===== config.mk =====
export PLATFORM = sky130hd
export DESIGN_NAME = sha256_round_ctrl
export DESIGN_NICKNAME = d
export VERILOG_FILES = /design/src/rtl/sha256_pkg.sv /design/src/rtl/sha256_msg_sched.sv /design/src/rtl/sha256_round_ctrl.sv
export SDC_FILE = /design/constraint.sdc
export NUM_CORES = 2
export LEC_CHECK = 0
export BUFFER_PORTS_ARGS = -buffer_cell sky130_fd_sc_hd__buf_2
export CORE_AREA = 3 3 631 633
export DETAILED_ROUTE_END_ITERATION = 6
export DIE_AREA = 0 0 634 636
export GPL_ROUTABILITY_DRIVEN = 0
export PLACE_DENSITY = 0.37
export RECOVER_POWER = 25
export SYNTH_ARGS = -nofsm -noshare
export SYNTH_HDL_FRONTEND = slang
export SYNTH_SLANG_ARGS = --single-unit

===== constraint.sdc =====
create_clock -name clk -period 11.11 [get_ports clk]
set_input_delay 2.222 -clock clk [delete_from_list [all_inputs] [get_ports clk]]
set_output_delay 2.222 -clock clk [all_outputs]
set_load 0.01 [all_outputs]

===== src/rtl/sha256_pkg.sv =====
// sha256_pkg: shared SHA-256 constants, controller state type and sigma helpers.
package sha256_pkg;
  typedef enum logic [1:0] {IDLE, LOAD, ROUND, FINAL} state_e;
  localparam logic [255:0] H0 = 256'h6a09e667_bb67ae85_3c6ef372_a54ff53a_510e527f_9b05688c_1f83d9ab_5be0cd19;
  localparam logic [0:63][31:0] K = {
    32'h428a2f98, 32'h71374491, 32'hb5c0fbcf, 32'he9b5dba5, 32'h3956c25b, 32'h59f111f1, 32'h923f82a4, 32'hab1c5ed5,
    32'hd807aa98, 32'h12835b01, 32'h243185be, 32'h550c7dc3, 32'h72be5d74, 32'h80deb1fe, 32'h9bdc06a7, 32'hc19bf174,
    32'he49b69c1, 32'hefbe4786, 32'h0fc19dc6, 32'h240ca1cc, 32'h2de92c6f, 32'h4a7484aa, 32'h5cb0a9dc, 32'h76f988da,
    32'h983e5152, 32'ha831c66d, 32'hb00327c8, 32'hbf597fc7, 32'hc6e00bf3, 32'hd5a79147, 32'h06ca6351, 32'h14292967,
    32'h27b70a85, 32'h2e1b2138, 32'h4d2c6dfc, 32'h53380d13, 32'h650a7354, 32'h766a0abb, 32'h81c2c92e, 32'h92722c85,
    32'ha2bfe8a1, 32'ha81a664b, 32'hc24b8b70, 32'hc76c51a3, 32'hd192e819, 32'hd6990624, 32'hf40e3585, 32'h106aa070,
    32'h19a4c116, 32'h1e376c08, 32'h2748774c, 32'h34b0bcb5, 32'h391c0cb3, 32'h4ed8aa4a, 32'h5b9cca4f, 32'h682e6ff3,
    32'h748f82ee, 32'h78a5636f, 32'h84c87814, 32'h8cc70208, 32'h90befffa, 32'ha4506ceb, 32'hbef9a3f7, 32'hc67178f2};
  function automatic logic [31:0] rotr(input logic [31:0] x, input int n);
    return (x >> n) | (x << (32 - n));
  endfunction
  function automatic logic [31:0] sig0(input logic [31:0] x);
    return rotr(x, 7) ^ rotr(x, 18) ^ (x >> 3);
  endfunction
  function automatic logic [31:0] sig1(input logic [31:0] x);
    return rotr(x, 17) ^ rotr(x, 19) ^ (x >> 10);
  endfunction
  function automatic logic [31:0] big_sig0(input logic [31:0] x);
    return rotr(x, 2) ^ rotr(x, 13) ^ rotr(x, 22);
  endfunction
  function automatic logic [31:0] big_sig1(input logic [31:0] x);
    return rotr(x, 6) ^ rotr(x, 11) ^ rotr(x, 25);
  endfunction
endpackage


===== src/rtl/sha256_msg_sched.sv =====
// sha256_msg_sched: 16-word sliding-window message schedule; w is W[t] for the current round.
module sha256_msg_sched
  import sha256_pkg::*;
(
  input  logic         clk,
  input  logic         n_rst,
  input  logic         load,
  input  logic         advance,
  input  logic [511:0] block,
  output logic [31:0]  w
);
  logic [31:0] w_q [16];
  logic [31:0] w_new;
  assign w_new = sig1(w_q[14]) + w_q[9] + sig0(w_q[1]) + w_q[0];
  assign w = w_q[0];
  always_ff @(posedge clk or negedge n_rst) begin
    if (!n_rst) begin
      for (int i = 0; i < 16; i++) w_q[i] <= '0;
    end else if (load) begin
      for (int i = 0; i < 16; i++) w_q[i] <= block[511 - 32*i -: 32];
    end else if (advance) begin
      for (int i = 0; i < 15; i++) w_q[i] <= w_q[i+1];
      w_q[15] <= w_new;
    end
  end
endmodule


===== src/rtl/sha256_round_ctrl.sv =====
// sha256_round_ctrl: sequences one SHA-256 block through an external compression datapath
// and forms the updated chaining value.
module sha256_round_ctrl
  import sha256_pkg::*;
(
  input  logic         clk,
  input  logic         n_rst,
  input  logic         start,
  input  logic [511:0] block_in,
  input  logic [255:0] chain_in,
  output logic         busy,
  output logic         done,
  output logic [255:0] digest,
  output logic         comp_load,
  output logic [255:0] comp_init,
  output logic         comp_enable,
  output logic [31:0]  w_i,
  output logic [31:0]  k_i,
  input  logic [255:0] work_state
);
  state_e       state_q, state_d;
  logic [5:0]   t_q, t_d;
  logic [511:0] block_q;
  logic [255:0] chain_q, digest_q, digest_d, sum;
  logic         done_q, accept, in_round;
  logic [31:0]  w_sched;
  assign accept   = state_q == IDLE && start;
  assign in_round = state_q == ROUND;
  always_comb begin
    state_d = accept ? LOAD : state_q == LOAD ? ROUND : (in_round && t_q == 6'd63) ? FINAL :
              state_q == FINAL ? IDLE : state_q;
    t_d = in_round ? t_q + 6'd1 : 6'd0;
    sum = '0;
    for (int j = 0; j < 8; j++) sum[32*j +: 32] = chain_q[32*j +: 32] + work_state[32*j +: 32];
    digest_d = state_q == FINAL ? sum : digest_q;
  end
  always_ff @(posedge clk or negedge n_rst) begin
    if (!n_rst) begin
      state_q  <= IDLE;
      t_q      <= '0;
      block_q  <= '0;
      chain_q  <= '0;
      digest_q <= '0;
      done_q   <= 1'b0;
    end else begin
      state_q  <= state_d;
      t_q      <= t_d;
      digest_q <= digest_d;
      done_q   <= state_q == FINAL;
      if (accept) begin
        block_q <= block_in;
        chain_q <= chain_in;
      end
    end
  end
  sha256_msg_sched u_sched (
    .clk    (clk),
    .n_rst  (n_rst),
    .load   (state_q == LOAD),
    .advance(in_round),
    .block  (block_q),
    .w      (w_sched)
  );
  assign busy        = state_q != IDLE;
  assign done        = done_q;
  assign digest      = digest_q;
  assign comp_load   = state_q == LOAD;
  assign comp_init   = chain_q;
  assign comp_enable = in_round;
  assign w_i         = in_round ? w_sched : 32'h0;
  assign k_i         = in_round ? K[t_q] : 32'h0;
endmodule


==> reports/qor.yml <==
outcome: "finished with violations"
violations: "design-rule violations, max-capacitance violations, max-slew violations"
fp.dieW_um: 634
r2r_end: "digest[191]"
hp-start: "digest[228]"
ys.flop_type: "dfrtp_1"
max_slew_margin: -2.92
antenna_left: 0
vias: 67778
die_area_um2: 403000
slowest_delay_ps: 2470
hpwl_um: 357000
p_leak_nw: 51.9
clock-skew-final_ps: 137
port_buffers: 1606
busiest_layer: "met2"
syn_to_final_growth_pct: 26.0
r2r_start: "state_q[0]"
reg2reg_depth: 10
grt_start_max_net_pins: 232
p_per_area_nw_per_um2: 128
cp_max_fo: 56
fin_crit_ps: 8380
worstSetupStartpoint: "state_q[0]"
hold_viol: 0
p_sw_mw: 3.19
rsz0062_at_grt: "no"
gr-usage-met3: 0.0609
worstMarginPinSlew_ps: 5880
setup_viol: 0
maxSlewViolCount: 1067
io_pins: 1607
syn-cell-area_um2: 81800
power_mw: 13.2
synth-edff-count: 0
clock_power_share: 0.524
use_met2: 0.348
ctsHoldBuffers: 0
clock_latency_ps: 920
grt_first_pass_wirelength_um: 590000
yosysTopAreaCellShare: 0.472
drt-initial-drc-count: 5445
timing.fmax_ghz: 0.119
ys_ff_latch: 1545
synth_cell_types: 90
synthCells: 7542
die_h_um: 636
cts_max_path_buffers: 4
nNetsFinal: 10358
cpMostUsedCell: "clkbuf_1"
path_buf_inv: 5
netlist_top_cells_area: "dfrtp_1, mux2_2, mux2i_1"
viasPerCell: 4.60
crit_required_ps: 8890
sequentialPowerShare: 0.428
cts_tree: "yes"
clkSlewWorstSetupHoldPaths_ps: 60
internal_power_mw: 9.96
nFillCells: 42143
htreeDepth: 4
syn_nets: 8940
critPathArrivalTime_ps: 6160
numCtsBuffers: 201
fin_setup_tns_ps: 0
seq_area_frac_synth: 0.472
swShare: 0.243
async_reset_ff_frac: 1.00
hp-class: "flip-flop to flip-flop"
post_cts_buffers: 0
met1_usage: 0.238
yosysWarnings: 0
root_buffer: "clkbuf_16"
clock_sinks: 1545
syn_area_per_cell_um2: 10.8
holdPathStages: 1
core_area_um2: 393000
post_cts_resized: 0
path_delay_family: "buffers and inverters"
ir_worst_vdd_uv: 133
pwr-share-comb: 0.047
wire_per_inst_um: 30.1
rows: 230
grt_overflow: 0
start_util: 0.208
r2r_setup_slack_ps: 3080
worstPathCellList: "inv_1 > ha_1 > clkbuf_1 > clkinv_1 > clkbuf_1 > nor2_1 > buf_2"
hold_slack_ps: 481
grt_pass1_vias: 66491
start_kind: "flip-flop"
critical_path_class: "flip-flop to output pin"
finalCritPeriodShare: 0.754
hold_end: "digest[228]"
cap_violations: 23
antenna_found_initial: 309
drive_gt1_frac: 0.327
routed_wl_um: 443000
first_pass_iters: 7
end_kind: "output pin"
grt_util_all_layers: 0.212
synth_top_cell_by_area: "dfrtp_1"
drc: 6
slowest_stage: "clkbuf_1"
==> cells by family after synthesis <==
logic type,share of synthesized area
flip-flops,0.472
XOR/XNOR,0.0362
AND/OR/NAND/NOR,0.0812
multiplexers,0.190
adder cells (fa/ha/maj),0.0632
AO/OA/AOI/OAI,0.124
buffers and inverters,0.0329
==> synthesized netlist by cell type, types with 70 or more instances <==
library cell	n
dfrtp_1	1545
mux2_2	935
a21oi_1	807
nor2_1	763
mux2i_1	490
clkbuf_1	412
ha_1	301
nand2_1	287
xnor2_1	255
inv_1	233
o21ai_0	224
a21o_1	125
nand3_1	96
xor2_1	83
nor3_1	74
fa_1	70
==> how the worst max path moves through the flow <==
stage	cells after the start	to	slack, ps
floorplan	11	digest[152]	6410
global placement	7	k_i[27]	5150
detailed placement	7	k_i[27]	5110
CTS	7	k_i[27]	4140
global route	2	u_sched.w_q[4]	2300
finish	7	w_i[10]	2730
==> stage by stage <==
| stage | cell area, µm² | utilization | instances | worst slack (ps) |
|---|---|---|---|---|
| global route | 103000 | 0.262 | 14632 | 2300 |
| finish | 103000 | 0.263 | 14729 | 2730 |
| global placement | 95400 | 0.243 | 13977 | 5150 |
| floorplan | 81800 | - | 7542 | 6410 |
| CTS | 102000 | 0.260 | 14336 | 4140 |
| detailed placement | 95400 | 0.243 | 13977 | 5110 |
==> worst register-to-register path, cell delays in order (launching register included) <==
cell and delay [ps]:
dfrtp_1 410, ha_1 1360, clkbuf_1 2370, clkbuf_1 1940
buf_4 1050, nor2_1 230, a21oi_1 260, o21ai_0 160
nand2_1 90, a21oi_1 40, nand3_1 90
==> state kept, by name, summed over array words and instances (netlist names) <==
name	cells
digest	256
t_q	6
comp_init	256
u_sched.w	32
done	1
u_sched.w_q	480
state_q	2
block_q	512
==> power by group through the flow <==
| stage | clock [mW] | sequential, mW | combinational [mW] |
|---|---|---|---|
| 3_3_place_gp | 0 | 5.73 | 0.629 |
| 3_5_place_dp | 0 | 5.74 | 0.629 |
| 4_1_cts | 7.14 | 5.63 | 0.632 |
| 2_1_floorplan | 0 | 5.74 | 0.155 |
| 5_1_grt | 7.34 | 5.63 | 0.679 |
| 6_report | 6.89 | 5.63 | 0.622 |
==> area by class of cell <==
cell class | instances | area, µm² | share of cell area
Multi-Input combinational cell | 5299 | 40500 | 0.393
Sequential cell | 1545 | 38700 | 0.375
Timing Repair Buffer | 1678 | 8680 | 0.0842
Tap cell | 5220 | 6530 | 0.0634
Clock buffer | 293 | 6010 | 0.0583
Antenna cell | 393 | 983 | 0.00954
Inverter | 235 | 883 | 0.00857
Clock inverter | 66 | 857 | 0.00831
==> placed cells by master (no fill, tap or decap), drive strengths merged, types with 67 or more instances in the layout <==
master,Yosys,final
xnor2,255,255
a21oi,807,807
diode,0,393
fa,70,70
nand2,287,287
nor2,763,763
ha,301,301
clkbuf,416,313
a21o,128,128
nor3,74,74
mux2i,490,490
xor2,83,83
inv,234,235
dfrtp,1545,1545
buf,45,1658
a211oi,67,67
nand3,96,96
o21ai,228,228
mux2,936,936
==> metal layers <==
metal / part of all wire / vias to the layer above / wire, µm
met5: 0.0022 / - / 970
met4: 0.073 / 148 / 32400
met3: 0.079 / 956 / 34900
met2: 0.47 / 2713 / 210000
met1: 0.37 / 33753 / 165000
li1: - / 30208 / -
(Power assumes the default switching activity.)
